===== config.mk =====
export PLATFORM = sky130hd
export DESIGN_NAME = mpi_dma_arb_flat
export DESIGN_NICKNAME = d
export VERILOG_FILES = /design/src/rtl/mpi_dma_arb_if.sv /design/src/rtl/mpi_dma_arb.sv /design/src/flat_wrapper.sv
export SDC_FILE = /design/constraint.sdc
export NUM_CORES = 1
export LEC_CHECK = 0
export ABC_AREA = 1
export BUFFER_PORTS_ARGS = -buffer_cell sky130_fd_sc_hd__buf_2
export CORE_ASPECT_RATIO = 0.9
export CORE_UTILIZATION = 35
export DETAILED_ROUTE_END_ITERATION = 12
export SLEW_MARGIN = 25
export SYNTH_ARGS = -nofsm -noshare
export SYNTH_HDL_FRONTEND = slang
export SYNTH_SLANG_ARGS = --single-unit

===== constraint.sdc =====
create_clock -name pin_clk -period 1.3 [get_ports pin_clk]
set_input_delay 0.26 -clock pin_clk [delete_from_list [all_inputs] [get_ports pin_clk]]
set_output_delay 0.26 -clock pin_clk [all_outputs]
set_load 0.02 [all_outputs]

===== src/rtl/mpi_dma_arb_if.sv =====
// Bus-side signal bundle for the MPI DMA arbiter: device requests/grants,
// CPU DMR/DMGI/DMGO daisy chain, SACK and the bus strobes used for idle detection.
interface mpi_dma_arb_if;
  logic [3:0] pin_req_n;
  logic [3:0] pin_gnt_n;
  logic       pin_dmr_n;
  logic       pin_dmgi_n;
  logic       pin_dmgo_n;
  logic       pin_sack_n;
  logic       pin_sync_n;
  logic       pin_rply_n;
  logic       pin_tmo;

  // slave: the arbiter itself; master: the devices/CPU side driving it
  modport slave (
    input  pin_req_n, pin_dmgi_n, pin_sync_n, pin_rply_n,
    output pin_gnt_n, pin_dmr_n, pin_dmgo_n, pin_sack_n, pin_tmo
  );
  modport master (
    output pin_req_n, pin_dmgi_n, pin_sync_n, pin_rply_n,
    input  pin_gnt_n, pin_dmr_n, pin_dmgo_n, pin_sack_n, pin_tmo
  );
endinterface


===== src/rtl/mpi_dma_arb.sv =====
// Four-device DMA arbiter for the MPI bus with per-grant ownership timeout.
// Define MPI_DMA_ARB_RR_EN for round-robin arbitration (default: fixed priority, index 0 highest).
module mpi_dma_arb #(
  parameter logic [7:0] GRANT_TMO = 8'd200
) (
  input  logic         pin_clk,
  input  logic         pin_dclo_n,
  mpi_dma_arb_if.slave bus
);

  typedef enum logic [2:0] {
    ST_IDLE     = 3'd0,
    ST_REQ      = 3'd1,
    ST_ACK      = 3'd2,
    ST_WAIT_BUS = 3'd3,
    ST_OWN      = 3'd4,
    ST_REL      = 3'd5
  } state_t;

  state_t     state_r, state_s;
  logic [3:0] req_meta_n_r, req_sync_n_r;
  logic [3:0] req_s, pend_s, mask_r;
  logic [1:0] winner_r, winner_s;
  logic [7:0] cnt_r;
  logic       tmo_hit_s;
  logic [3:0] gnt_n_r, gnt_n_s;
  logic       dmr_n_r, dmr_n_s, sack_n_r, sack_n_s, tmo_r;

  function automatic logic [1:0] pick_fixed(input logic [3:0] r);
    logic [1:0] w;
    w = 2'd0;
    for (int i = 3; i >= 0; i--) begin
      if (r[i]) w = 2'(i);
    end
    return w;
  endfunction

`ifdef MPI_DMA_ARB_RR_EN
  logic [1:0] ptr_r;

  // Scan from the pointer upward with wrap; the descending loop leaves the nearest hit.
  function automatic logic [1:0] pick_rr(input logic [3:0] r, input logic [1:0] p);
    logic [1:0] w, idx;
    w = p;
    for (int k = 3; k >= 0; k--) begin
      idx = p + 2'(k);
      if (r[idx]) w = idx;
    end
    return w;
  endfunction

  assign winner_s = pick_rr(pend_s, ptr_r);
`else
  assign winner_s = pick_fixed(pend_s);
`endif

  assign req_s  = ~req_sync_n_r;
  assign pend_s = req_s & ~mask_r;

  // Two-flop synchronizer for the asynchronous device requests.
  always_ff @(posedge pin_clk or negedge pin_dclo_n) begin
    if (!pin_dclo_n) begin
      req_meta_n_r <= 4'b1111;
      req_sync_n_r <= 4'b1111;
    end else begin
      req_meta_n_r <= bus.pin_req_n;
      req_sync_n_r <= req_meta_n_r;
    end
  end

  // State register plus registered outputs decoded from the next state.
  always_ff @(posedge pin_clk or negedge pin_dclo_n) begin
    if (!pin_dclo_n) begin
      state_r  <= ST_IDLE;
      gnt_n_r  <= 4'b1111;
      dmr_n_r  <= 1'b1;
      sack_n_r <= 1'b1;
      tmo_r    <= 1'b0;
    end else begin
      state_r  <= state_s;
      gnt_n_r  <= gnt_n_s;
      dmr_n_r  <= dmr_n_s;
      sack_n_r <= sack_n_s;
      tmo_r    <= tmo_hit_s;
    end
  end

  // Next-state logic; withdrawal of all requests beats a simultaneous DMGI.
  always_comb begin
    state_s   = state_r;
    tmo_hit_s = 1'b0;
    case (state_r)
      ST_IDLE: begin
        if (|pend_s) state_s = ST_REQ;
        else         state_s = ST_IDLE;
      end
      ST_REQ: begin
        if (~|pend_s)              state_s = ST_IDLE;
        else if (!bus.pin_dmgi_n)  state_s = ST_ACK;
        else                       state_s = ST_REQ;
      end
      ST_ACK: state_s = ST_WAIT_BUS;
      ST_WAIT_BUS: begin
        if (bus.pin_sync_n && bus.pin_rply_n) state_s = ST_OWN;
        else                                  state_s = ST_WAIT_BUS;
      end
      ST_OWN: begin
        if (!req_s[winner_r]) begin
          state_s = ST_REL;
        end else if (cnt_r == GRANT_TMO - 8'd1) begin
          state_s   = ST_REL;
          tmo_hit_s = 1'b1;
        end else begin
          state_s = ST_OWN;
        end
      end
      ST_REL:  state_s = ST_IDLE;
      default: state_s = ST_IDLE;
    endcase
  end

  // Output decode for the state being entered.
  always_comb begin
    dmr_n_s  = 1'b1;
    sack_n_s = 1'b1;
    gnt_n_s  = 4'b1111;
    case (state_s)
      ST_REQ:                      dmr_n_s  = 1'b0;
      ST_ACK, ST_WAIT_BUS, ST_REL: sack_n_s = 1'b0;
      ST_OWN: begin
        sack_n_s = 1'b0;
        gnt_n_s  = ~(4'b0001 << winner_r);
      end
      default: begin
        dmr_n_s  = 1'b1;
        sack_n_s = 1'b1;
        gnt_n_s  = 4'b1111;
      end
    endcase
  end

  // Winner latch, ownership counter, timeout mask and round-robin pointer.
  always_ff @(posedge pin_clk or negedge pin_dclo_n) begin
    if (!pin_dclo_n) begin
      winner_r <= 2'd0;
      cnt_r    <= 8'd0;
      mask_r   <= 4'b0000;
`ifdef MPI_DMA_ARB_RR_EN
      ptr_r    <= 2'd0;
`endif
    end else begin
      if (state_r == ST_REQ && state_s == ST_ACK) begin
        winner_r <= winner_s;
`ifdef MPI_DMA_ARB_RR_EN
        ptr_r    <= winner_s + 2'd1;
`endif
      end
      if (state_s == ST_OWN && state_r != ST_OWN) cnt_r <= 8'd0;
      else if (state_r == ST_OWN)                 cnt_r <= cnt_r + 8'd1;
      else                                        cnt_r <= cnt_r;
      // A masked requester is re-armed only once its request is seen idle.
      mask_r <= (mask_r & req_s) | (tmo_hit_s ? (4'b0001 << winner_r) : 4'b0000);
    end
  end

  assign bus.pin_gnt_n  = gnt_n_r;
  assign bus.pin_dmr_n  = dmr_n_r;
  assign bus.pin_sack_n = sack_n_r;
  assign bus.pin_tmo    = tmo_r;
  assign bus.pin_dmgo_n = (state_r == ST_IDLE && pin_dclo_n) ? bus.pin_dmgi_n : 1'b1;

endmodule


===== src/flat_wrapper.sv =====
// flat-port wrapper written by rule: the top's interface ports become plain ports
module mpi_dma_arb_flat 
#(
  parameter logic [7:0] GRANT_TMO = 8'd200
)
  (pin_clk, pin_dclo_n, bus_pin_req_n, bus_pin_dmgi_n, bus_pin_sync_n, bus_pin_rply_n, bus_pin_gnt_n, bus_pin_dmr_n, bus_pin_dmgo_n, bus_pin_sack_n, bus_pin_tmo);
  mpi_dma_arb_if bus_i ();
  input  logic pin_clk;
  input  logic pin_dclo_n;
  input wire logic [$bits(bus_i.pin_req_n)-1:0] bus_pin_req_n;
  input wire logic [$bits(bus_i.pin_dmgi_n)-1:0] bus_pin_dmgi_n;
  input wire logic [$bits(bus_i.pin_sync_n)-1:0] bus_pin_sync_n;
  input wire logic [$bits(bus_i.pin_rply_n)-1:0] bus_pin_rply_n;
  output wire logic [$bits(bus_i.pin_gnt_n)-1:0] bus_pin_gnt_n;
  output wire logic [$bits(bus_i.pin_dmr_n)-1:0] bus_pin_dmr_n;
  output wire logic [$bits(bus_i.pin_dmgo_n)-1:0] bus_pin_dmgo_n;
  output wire logic [$bits(bus_i.pin_sack_n)-1:0] bus_pin_sack_n;
  output wire logic [$bits(bus_i.pin_tmo)-1:0] bus_pin_tmo;
  assign bus_i.pin_req_n = bus_pin_req_n;
  assign bus_i.pin_dmgi_n = bus_pin_dmgi_n;
  assign bus_i.pin_sync_n = bus_pin_sync_n;
  assign bus_i.pin_rply_n = bus_pin_rply_n;
  assign bus_pin_gnt_n = bus_i.pin_gnt_n;
  assign bus_pin_dmr_n = bus_i.pin_dmr_n;
  assign bus_pin_dmgo_n = bus_i.pin_dmgo_n;
  assign bus_pin_sack_n = bus_i.pin_sack_n;
  assign bus_pin_tmo = bus_i.pin_tmo;
  mpi_dma_arb #(.GRANT_TMO(GRANT_TMO)) u_core (.pin_clk(pin_clk), .pin_dclo_n(pin_dclo_n), .bus(bus_i));
endmodule

Word-level counts from Yosys, hierarchy flattened
Cells that the tools add are included.
{"block": "word_totals", "regBits": 32, "in_bits": 9, "out_inout_bits": 8, "wordCells": 61}
{"block": "op_classes", "n_addsub": 1, "n_lt_le_gt_ge": 1, "n_eq_ne": 11, "shift": 1, "mux": 23, "bitwise": 6, "reduce_logical": 8}
{"cell": "$mux W8", "count": 2}
{"cell": "$pmux W3 S5", "count": 1}
{"cell": "$eq A3 B2 Y1 const B", "count": 4}
{"cell": "$not A4 Y4", "count": 3}
{"cell": "$mux W2", "count": 5}
{"cell": "$eq A3 B3 Y1 const B", "count": 3}
{"cell": "$mux W1", "count": 9}
{"cell": "$mux W3", "count": 3}
{"cell": "$add A8 B1 Y8 const B", "count": 1}
{"cell": "$and A4 B4 Y4", "count": 2}
{"cell": "$eq A8 B8 Y1 const B", "count": 1}
{"cell": "$mux W4", "count": 2}
{"cell": "$reduce_or A4 Y1", "count": 2}
{"cell": "$eq A3 B1 Y1 const B", "count": 2}
{"cell": "$logic_and A1 B1 Y1", "count": 4}
{"cell": "$or A4 B4 Y4", "count": 1}
{"cell": "$shl A1 B2 Y4 const A", "count": 1}
{"cell": "$logic_not A3 Y1", "count": 1}
{"cell": "$lt A2 B3 Y1 const B", "count": 1}
{"cell": "$ne A3 B3 Y1 const B", "count": 1}
{"cell": "$bmux W1 S2", "count": 1}
{"cell": "$reduce_bool A2 Y1", "count": 1}

Depth between registers and ports, before layout
Gate-level depths: netlist of run 1.
{"block": "depth", "ltp_word": 8, "mapped_depth": 9, "depth_no_buf": 9}

Least setup slack after synthesis of run 1
Ideal clock, no wire load.
{"block": "synth_path", "kind": "register to register", "start": "reg u_core.req_sync_n_r[0]", "end": "reg u_core.state_r[0]", "setup_ns": 0.116, "arrival_time_ns": 1.072, "required_ns": 1.184, "setup_slack_ns": 0.111, "stages_incl_launch_ff": 8, "synth_period_minus_slack_ns": 1.189, "cell_sequence": "dfstp_2 -> nor2_1 -> nor2_1 -> nand2_1 -> a21oi_1 -> nand2_1 -> nand2_2 -> inv_1"}
{"block": "synth_via", "elab_chain_cells": 5, "elab_cells_between_ends": 9, "cone_classes": "mux (6); bitwise (2); reduce/logical (1)"}
{"item": "start: declaration", "line_no": "mpi_dma_arb.sv:21", "source": "logic [3:0] req_meta_n_r, req_sync_n_r;"}
{"item": "start signal: assignment", "line_no": "mpi_dma_arb.sv:67", "source": "req_sync_n_r <= req_meta_n_r;"}
{"item": "$not A4 Y4 (*)", "line_no": "mpi_dma_arb.sv:57", "source": "assign req_s = ~req_sync_n_r;"}
{"item": "$bmux W1 S2 / $and A4 B4 Y4 (equally long branches)", "line_no": "mpi_dma_arb.sv:108, mpi_dma_arb.sv:58"}
{"item": "$mux W1 (not written as such) / $reduce_or A4 Y1 (equally long branches)", "line_no": "mpi_dma_arb.sv:108, mpi_dma_arb.sv:94, mpi_dma_arb.sv:98"}
{"item": "$mux W3 (tied with other cells)", "line_no": "mpi_dma_arb.sv:108", "source": "if (!req_s[winner_r]) begin"}
{"item": "$pmux W3 S5 (*)", "line_no": "mpi_dma_arb.sv:92", "source": "case (state_r)"}
{"item": "net u_core.state_s[0]", "line_no": "mpi_dma_arb.sv:20", "source": "state_t state_r, state_s;"}
{"item": "end signal: assignment", "line_no": "mpi_dma_arb.sv:80", "source": "state_r <= state_s;"}
{"item": "end: declaration", "line_no": "mpi_dma_arb.sv:20"}
The timed path passes the listed nets; every way through them passes the cells marked *. The select of a mux whose other input is x is not followed.
A chain may end at the register's enable or synchronous reset.

Worst setup path after layout of run 1
{"block": "layout_path", "start": "reg u_core.state_r[1]", "end": "out bus_pin_dmgo_n"}
{"block": "layout_via", "elab_chain_cells": 3}
{"item": "$logic_not A3 Y1", "line_no": "mpi_dma_arb.sv:170", "source": "assign bus.pin_dmgo_n = (state_r == ST_IDLE && pin_dclo_n) ? bus.pin_dmgi_n : 1'b1;"}
{"item": "$logic_and A1 B1 Y1", "line_no": "mpi_dma_arb.sv:170"}
{"item": "$mux W1", "line_no": "mpi_dma_arb.sv:170"}
{"item": "end: declaration", "line_no": "flat_wrapper.sv:16", "source": "output wire logic [$bits(bus_i.pin_dmgo_n)-1:0] bus_pin_dmgo_n;"}
Every way passes these cells.

==> results of run 1 <==
worst max-delay path: stages, from the launching register on:
cell and delay (ns):
dfrtp_1 0.42, nor2_2 0.14, nand4_1 0.08, buf_2 0.16
layout by cell type (no fill, tap or decap), drive strengths merged, types with 3 or more instances in the layout:
cell	instances
nand3	10
dfrtp	18
a21oi	3
nor2	18
inv	27
buf	31
o22ai	6
nand4	3
dfstp	14
o21ai	11
nor3	4
nand2	37
clkbuf	6
metrics by stage:
stage | worst slack, ns | power (W) | hold WS (ns) | instance area (sq um) | utilization (%)
after floorplan | 0.1115 | 0.001859 | -0.03559 | 1391 | -
after global placement | 0.03679 | 0.002047 | 0.3131 | 1540 | 40.99
after detailed placement | -0.03460 | 0.002065 | 0.3273 | 1540 | 40.99
after CTS | -0.04996 | 0.002912 | 0.02533 | 1738 | 46.25
after global routing | -0.1072 | 0.003369 | 0.04322 | 1932 | 51.42
final | -0.04174 | 0.003171 | 0.006895 | 1932 | 51.42
power groups by stage:
stage / registers [W] / clock network, W / logic (W)
2_1_floorplan: 0.00137 / 0 / 0.000489
3_3_place_gp: 0.00133 / 0 / 0.000714
3_5_place_dp: 0.00134 / 0 / 0.000729
4_1_cts: 0.00133 / 0.000808 / 0.000777
5_1_grt: 0.00136 / 0.000849 / 0.00116
6_report: 0.00135 / 0.000786 / 0.00104
layout make-up:
| class | instances | area share, % |
|---|---|---|
| clock buffer | 6 | 4.275 |
| clock inverter | 2 | 0.5181 |
| inverter | 27 | 5.376 |
| multi-input combinational | 95 | 33.29 |
| sequential | 32 | 42.42 |
| tap | 46 | 2.979 |
| timing repair buffer | 31 | 11.14 |
cell families (layout without fill, tap and decap cells):
group | after synthesis | after routing | synth area share [%]
adders and majority gates | 1 | 1 | 0.8991
and+or+nand+nor | 74 | 74 | 24.46
AOI/OAI and AO/OA | 20 | 20 | 7.734
buffers and inverters | 28 | 66 | 8.093
DFF | 32 | 32 | 58.81
timing repair:
item                                    in CTS  in global routing
cloned                                       0                  0
pin swaps                                    5                 19
endpoints found under the setup margin       7                 20
resized for setup                            8                 52
buffers inserted                            11                  3
final timing paths:
path | start | to | slack [ns] | cells after the start
worst max register to register | u_core.req_sync_n_r[3] | u_core.bus.pin_gnt_n[0] | -0.04 | 7
min in group pin_clk | bus_pin_req_n[3] | u_core.req_meta_n_r[3] | 0.08 | 1
max in group asynchronous | pin_dclo_n | u_core.req_meta_n_r[2] | 0.97 | 2
worst min register to register | u_core.req_meta_n_r[2] | u_core.req_sync_n_r[2] | 0.36 | 0
worst max-delay path | u_core.state_r[1] | bus_pin_dmgo_n | -0.04 | 3
worst min-delay path | pin_dclo_n | u_core.winner_r[0] | 0.007 | 2
layer usage:
layer	up-vias	part of all wire, %	track usage, %
li1	569	-	-
met1	554	43	18.99
met2	23	50	23.81
met3	9	4.5	6.387
met4	0	2.4	7.440
met5	-	0	0
sequential cells by signal, summed over array words and instances (netlist names):
register and flops:
u_core.cnt_r 8, u_core.bus.pin_gnt_n 4, u_core.mask_r 4, u_core.req_meta_n_r 4, u_core.req_sync_n_r 4, u_core.state_r 3, u_core.winner_r 2, u_core.bus.pin_dmr_n 1
u_core.bus.pin_sack_n 1, u_core.bus.pin_tmo 1
==> impl_metrics.tcl, run 1 <==
set metrics [dict create \
    status "finished, violations left" \
    violations "setup timing" \
    vias_per_cell 4.833 \
    hp-class "input pin to async pin" \
    hold_buffers 0 \
    synth_top_cell_by_area "dfrtp_1" \
    wire_per_inst_um 12.78 \
    num_rows 21 \
    io_pins 17 \
    synth_area_sq_um 1391 \
    die_y_um 61.82 \
    grt_usage_pct 15.51 \
    synth-seq-cells 32 \
    switchingPower_w 0.001166 \
    drv_slew 0 \
    cts_tree "yes" \
    fillCellCount 350 \
    critical_path_required_ns 1.04 \
    clk_pin_slew_worst_paths_ns 0.07 \
    cp.arrival_ns 1.08 \
    dp_hpwl_um 1870 \
    die_w_um 68.46 \
    grt_pass1_wl_um 4574 \
    rsz0062_at_grt "true" \
    synth_common_cells "35 x nand2_1, 23 x inv_1, 18 x dfrtp_1, 18 x nor2_1, 14 x dfstp_2" \
    multi_input_area_sq_um 643.1 \
    overflow 0 \
    synth.avg_cell_area_sq_um 8.976 \
    timing.fmax_mhz 745.3 \
    final_cells 239 \
    synth_cells 155 \
    first_iter_violations 58 \
    fin_nets 202 \
    crit_type "register to output pin" \
    p_seq_share_pct 42.5 \
    initial_core_util_pct 37.03 \
    switching_share_pct 36.79 \
    core-area_sq_um 3757 \
    comb_power_share_pct 32.8 \
    cellLeakagePower_nw 0.8999 \
    numCtsBuffers 5 \
    h-tree-depth 2 \
    crit_path_max_fanout 4 \
    areaGrowthSynthToFinish_pct 38.85 \
    numPlacedInstances 219 \
    drt-total-wl_um 3055 \
    yosysMostFrequentCell "nand2_1" \
    async_flop_share_pct 100.0 \
    period_needed_ns 1.342 \
    synth_edf_count 0 \
    finalSetupViolCount 8 \
    ff_latch_area_sq_um 819.5 \
    synth_fp_nets 165 \
    ant_nets 0 \
    period_share_pct 103.2 \
    firstDrtPassIters 6 \
    grt_max_degree 33 \
    antenna_found_initial 0 \
    drive_above_1_share_pct 53.37 \
    synth_area_leaders "dfrtp_1 32%, dfstp_2 26%, nand2_1 9.4%, inv_1 6.2%, nor2_1 4.9%" \
    insertion_delay_ns 0.28 \
    cts_sinks 32 \
    relSlewSlack_pct 73.58 \
    ys.warnings.count 0 \
    num_vias 1155 \
    final_critical_path_setup_slack_ns -0.04174 \
    worst-slew-pin-transition_ns 0.3963 \
    synth_top_cell_area_share_pct 32.37 \
    synth_flop_cell "dfrtp_1" \
    drc_errors 0 \
    final-hold-violation-count 0 \
    die_area_sq_um 4232 \
    finClkSkew_ns 0.005152 \
    power_density_nw_per_um2 1641 \
    clk_path_buf_depth 2 \
    port_buffers 16 \
    cts-root-buf "clkbuf_8" \
    yosysUniqueCellTypes 21 \
    grt_pass1_vias 1070 \
    antennaDiodeCount 0 \
    clockPowerShare_pct 24.8 \
    internal_power_w 0.002004 \
    maxCapViolCount 0 \
    seq_area_frac_synth_pct 58.81 \
    endpoint_kind "output pin" \
    tns_ns -0.1957 \
    vdd_drop_max_uv 616.6 \
    place_congestion 0.7865 \
    cp-start-kind "register" \
]
Note: power is estimated with default switching activity, not from simulation.
==> inputs of run 2 (changes only) <==
Settings changed: ABC_AREA 1 to 0.
==> run 2 against run 1 <==
  * The flow still finishes with violations (setup timing)
  * Die area is 6.5% lower
  * Via count fell by 13%
  * Global-route usage is 0.47 points higher
  * First-iteration DRC count down 1.7%
  * Wire length shrank 7.0%
  * Hold slack is essentially flat
  * Design area up 0.13%
  * Non-clock buffer count up 14
  * Combinational power grew 47%
  * Setup slack got worse by 0.22 ns
  * Critical path type is now register to register
  * Critical endpoint is now u_core.mask_r[1]
  * Largest cell class unchanged
==> impl_metrics.tcl, run 2 <==
set metrics [dict create \
    dr_wl_met2_um 1321 \
    worstReg2RegStart "u_core.winner_r[0]" \
    areaGrowthSynthToFinish_pct 48.94 \
    seq_area_frac_synth_pct 63.01 \
    cp.arrival_ns 1.77 \
    final_common_cell "buf_4" \
    vias_per_cell 4.931 \
    wire_per_inst_um 13.92 \
    insertion_delay_ns 0.29 \
    power_density_nw_per_um2 1984 \
    critical_path_required_ns 1.50 \
    rsz0062_at_grt "true" \
    synth_flop_cell "dfrtp_1" \
    largest_reg_flops 8 \
    grt_pass1_vias 934 \
    synth_fp_nets 118 \
    clk_pin_slew_worst_paths_ns 0.07 \
    hold_ws_ns 0.007338 \
    synth_top_cell_by_area "dfrtp_1" \
    cellLeakagePower_nw 0.8326 \
    firstDrtPassIters 4 \
    cts-root-buf "clkbuf_8" \
    antenna_found_initial 0 \
    port_buffers 16 \
    fin_nets 169 \
    violations "setup timing" \
    switching_share_pct 34.37 \
    synth-seq-cells 32 \
    grt_pass1_wl_um 4367 \
    synth_common_cells "18 x dfrtp_1, 14 x dfstp_2, 8 x inv_1" \
    finalSetupViolCount 12 \
    io_pins 17 \
    dr.max_layer_used "met4" \
    antennaDiodeCount 0 \
    internal_power_w 0.002519 \
    synth_area_leaders "dfrtp_1 35%, dfstp_2 28%, o32ai_1 3.4%, nand3_1 2.7%, xor2_1 2.7%" \
    wl_met1_um 1316 \
    dp_hpwl_um 1871 \
    die_w_um 66.21 \
    p_seq_share_pct 38.4 \
    clockPowerShare_pct 21.7 \
    final_cells 204 \
    layout_common_cells "22 x buf_4, 17 x dfrtp_1, 15 x buf_2" \
    final-hold-violation-count 0 \
    drc_errors 0 \
    synth_area_sq_um 1299 \
    comb_power_share_pct 39.9 \
    synth_top_cell_area_share_pct 34.68 \
    initial_core_util_pct 37.61 \
    num_vias 1006 \
    core-area_sq_um 3453 \
    ys.warnings.count 0 \
    crit_path_max_fanout 5 \
    drv_slew 0 \
    num_rows 20 \
    drive_above_1_share_pct 61.88 \
    synth_edf_count 0 \
    h-tree-depth 2 \
    ant_nets 0 \
    rr_worst_depth 3 \
    grt_usage_pct 15.98 \
    drt-total-wl_um 2840 \
    die_area_sq_um 3959 \
    cts_tree "yes" \
    switchingPower_w 0.001319 \
    grt_max_degree 33 \
    finClkSkew_ns 0.009593 \
    crit_type "register to register" \
    first_iter_violations 57 \
    numPlacedInstances 191 \
    timing.fmax_mhz 638.5 \
    synth_cells 108 \
    die_y_um 59.79 \
    r2r_end "u_core.mask_r[1]" \
    cp-start-kind "register" \
    relSlewSlack_pct 71.79 \
    yosysUniqueCellTypes 31 \
    yosysMostFrequentCell "dfrtp_1" \
    rrSetupSlack_ns -0.27 \
    place_congestion 0.7910 \
    vdd_drop_max_uv 827.7 \
    endpoint_kind "register" \
    maxCapViolCount 0 \
    regMostFlops "u_core.cnt_r" \
    wl_met3_um 144 \
    status "finished, violations left" \
    worst-slew-pin-transition_ns 0.4232 \
    period_needed_ns 1.566 \
    hp-class "input pin to async pin" \
    final_critical_path_setup_slack_ns -0.2661 \
    tns_ns -2.251 \
    synth.avg_cell_area_sq_um 12.03 \
    async_flop_share_pct 100.0 \
    numCtsBuffers 5 \
    cts_sinks 32 \
    overflow 0 \
    clk_path_buf_depth 2 \
    period_share_pct 120.5 \
]
[run 2: cell types whose count changed in the layout (fill, tap and decap cells not counted), sizes merged, moves of 4 or more]
cell | before | now
nor2 | 18 | 7
o32ai | 0 | 5
nand2 | 37 | 6
o21ai | 11 | 5
inv | 27 | 8
buf | 31 | 45
xor2 | 0 | 4
[run 2: critical path, stage by stage (launching register included)]
cell     delay (ns)
dfrtp_2        0.36
mux4_2         0.51
or3_4          0.39
o32ai_2        0.22
[run 2: logic make-up after synthesis]
family | count (synthesis) | synth area share (%)
adders and majority gates | 1 | 0.9632
buffers and inverters | 9 | 2.601
AOI/OAI and AO/OA | 21 | 10.89
DFF | 32 | 63.01
xor gates and xnor gates | 4 | 2.697
muxes | 3 | 3.275
and+or+nand+nor | 38 | 16.57
[run 2: worst max path at each step]
stage | startpoint | end | slack (ns)
5_1_grt | u_core.cnt_r[4] | u_core.mask_r[3] | -0.33
3_5_place_dp | u_core.winner_r[0] | u_core.mask_r[1] | -0.28
2_1_floorplan | u_core.winner_r[0] | u_core.mask_r[0] | -0.27
6_report | u_core.winner_r[0] | u_core.mask_r[1] | -0.27
3_3_place_gp | u_core.winner_r[0] | u_core.mask_r[2] | -0.22
4_1_cts | u_core.winner_r[0] | u_core.mask_r[3] | -0.27
[run 2: repair_timing]
item	CTS	global route
hold endpoints to repair	0	0
gates resized for setup	12	27
hold buffers	0	0
setup buffers	3	2
pin swaps	5	19
gates cloned	0	0
endpoints found under the setup margin	13	21
[run 2: area by class of cell]
cell class                      count  area (sq um)
Multi-Input combinational cell     67         599.3
Inverter                            8         30.03
Fill cell                         298          1519
Clock buffer                        8         100.1
Timing Repair Buffer               45         330.3
Sequential cell                    32         819.5
Tap cell                           44         55.05
[run 2: through the flow]
step | instance area (sq um) | total power, W | setup WS [ns] | util [%]
floorplan | 1353 | 0.002115 | -0.2687 | -
global placement | 1654 | 0.002645 | -0.2245 | 47.90
detailed placement | 1654 | 0.002674 | -0.2788 | 47.90
CTS | 1812 | 0.003636 | -0.2688 | 52.46
global route | 1934 | 0.004078 | -0.3302 | 56.01
finish | 1934 | 0.003838 | -0.2661 | 56.01
[run 2: power by group through the flow]
stage               clock network [W]  registers, W  logic [W]
floorplan                           0       0.00161   0.000508
global placement                    0       0.00147    0.00118
detailed placement                  0       0.00147    0.00120
CTS                          0.000858       0.00146    0.00132
global route                 0.000900       0.00150    0.00167
finish                       0.000834       0.00147    0.00153
[run 2: routing by layer]
metal  up-vias  track usage [%]
met2        22            22.74
met3         8            6.870
met1       486            20.63
met5         -                0
met4         0            8.207
li1        490                -
==> inputs of run 3 (changes only) <==
Settings changed: CAP_MARGIN set to 5, CORE_UTILIZATION 35 to 42, SKIP_CTS_REPAIR_TIMING set to 1.
==> run 3 against run 2 <==
  * The run still ends with setup timing left
  * Fmax up 0.80%
  * Power increased by 0.83%
  * Clock skew is 0.013 ns higher
  * Register-to-register slack is essentially flat
  * Final cell count rose by 0.98%
  * Clock power shrank 7.7%
  * Via count up 6.2%
  * Critical endpoint is now u_core.bus.pin_gnt_n[2]
  * Critical path type unchanged
  * Largest power group unchanged
  * Die area fell by 16%
  * Largest cell class unchanged
  * First-iteration DRC count down 49%
  * Setup slack improved by 0.012 ns
  * Combinational power is 4% higher
==> impl_metrics.tcl, run 3 (synthesis gave the netlist of run 2 again) <==
set metrics [dict create \
    h-tree-depth 2 \
    finalSetupViolCount 11 \
    drv_slew 0 \
    num_rows 18 \
    cp.arrival_ns 1.84 \
    antenna_found_initial 0 \
    r2r_end "u_core.bus.pin_gnt_n[2]" \
    crit_path_max_fanout 5 \
    timing.fmax_mhz 643.6 \
    fin_area_sq_um 2023 \
    io_pins 17 \
    rsz0062_at_grt "true" \
    worst-slew-pin-transition_ns 0.4029 \
    rr_worst_depth 4 \
    period_share_pct 119.5 \
    crit_type "register to register" \
    status "finished, violations left" \
    maxCapViolCount 0 \
    die_w_um 60.62 \
    fin_nets 175 \
    rrSetupSlack_ns -0.25 \
    clk_pin_slew_worst_paths_ns 0.11 \
    firstDrtPassIters 4 \
    placed_area_sq_um 1657 \
    worstReg2RegStart "u_core.winner_r[0]" \
    initial_core_util_pct 45.77 \
    endpoint "u_core.bus.pin_gnt_n[2]" \
    insertion_delay_ns 0.36 \
    largest_reg_flops 8 \
    port_buffers 16 \
    power_density_nw_per_um2 1913 \
    hp-class "input pin to register" \
    clk_path_buf_depth 2 \
    grt_pass1_wl_um 4250 \
    endpoint_kind "register" \
    dp_hpwl_um 1884 \
    violations "setup timing" \
    cellLeakagePower_nw 0.8750 \
    finClkSkew_ns 0.02253 \
    final_critical_path_setup_slack_ns -0.2536 \
    drive_above_1_share_pct 60.24 \
    cts_tree "yes" \
    grt_max_degree 33 \
    first_iter_violations 29 \
    grt_usage_pct 18.90 \
    antennaDiodeCount 0 \
    die_area_sq_um 3319 \
    num_vias 1068 \
    place_congestion 0.7714 \
    core-area_sq_um 2838 \
    areaGrowthSynthToFinish_pct 55.78 \
    pre_cts_ws_ns -0.2665 \
    numCtsBuffers 5 \
    period_needed_ns 1.554 \
    final_common_cell "buf_4" \
    vdd_drop_max_uv 1367 \
    crit_start "u_core.winner_r[0]" \
    drc_errors 0 \
    regMostFlops "u_core.cnt_r" \
    ant_nets 0 \
    grt_pass1_vias 954 \
    drt-total-wl_um 2978 \
    cts-root-buf "clkbuf_4" \
    cp-start-kind "register" \
    cts_sinks 32 \
    final_util_pct 71.30 \
    vias_per_cell 5.184 \
    relSlewSlack_pct 73.14 \
    die_y_um 54.76 \
    critical_path_required_ns 1.59 \
    layout_common_cells "25 x buf_4, 17 x dfrtp_1, 14 x dfstp_2" \
    hold_start "bus_pin_req_n[3]" \
    overflow 0 \
    final-hold-violation-count 0 \
    wire_per_inst_um 14.46 \
    tns_ns -2.542 \
    hold_ws_ns 0.006878 \
]
run 3: worst min path at each step:
stage	endpoint	slack, ns	cells after the start
CTS	u_core.winner_r[1]	-0.05	2
detailed placement	u_core.cnt_r[0]	0.33	2
global route	u_core.req_meta_n_r[3]	-0.01	1
finish	u_core.req_meta_n_r[3]	0.007	1
global placement	u_core.cnt_r[0]	0.32	2
floorplan	u_core.bus.pin_tmo	-0.04	0
run 3: metal layers:
layer	part of all wire [%]	wire length, um	vias up	track usage [%]
met3	4.8	142	9	5.910
met2	48	1429	23	26.74
li1	-	-	504	-
met5	0	0	-	0
met4	2.3	68	0	11.36
met1	45	1337	532	25.34
run 3: stage by stage:
stage / cells / power [W]
after floorplan: 108 / 0.002115
after global placement: 188 / 0.002643
after detailed placement: 188 / 0.002688
after CTS: 196 / 0.003446
after global routing: 206 / 0.004094
final: 206 / 0.003870
run 3: layout make-up:
type	count	area, sq um
flip-flops and latches	32	819.5
fillers	214	814.5
multi-input cells	67	624.3
repair buffers	51	419.2
well taps	40	50.05
clock inverters	3	42.54
clock buffers	5	37.54
inverters	8	30.03
run 3: power breakdown:
group / internal, W / switching (W)
Combinational: 0.000813 / 0.000782
Sequential: 0.00129 / 0.000211
Clock: 0.000401 / 0.000370
run 3: critical path, stage by stage, from the launching register on:
cell,delay (ns)
dfrtp_2,0.38
mux4_2,0.50
a41oi_1,0.24
o211a_1,0.26
nand4_1,0.13
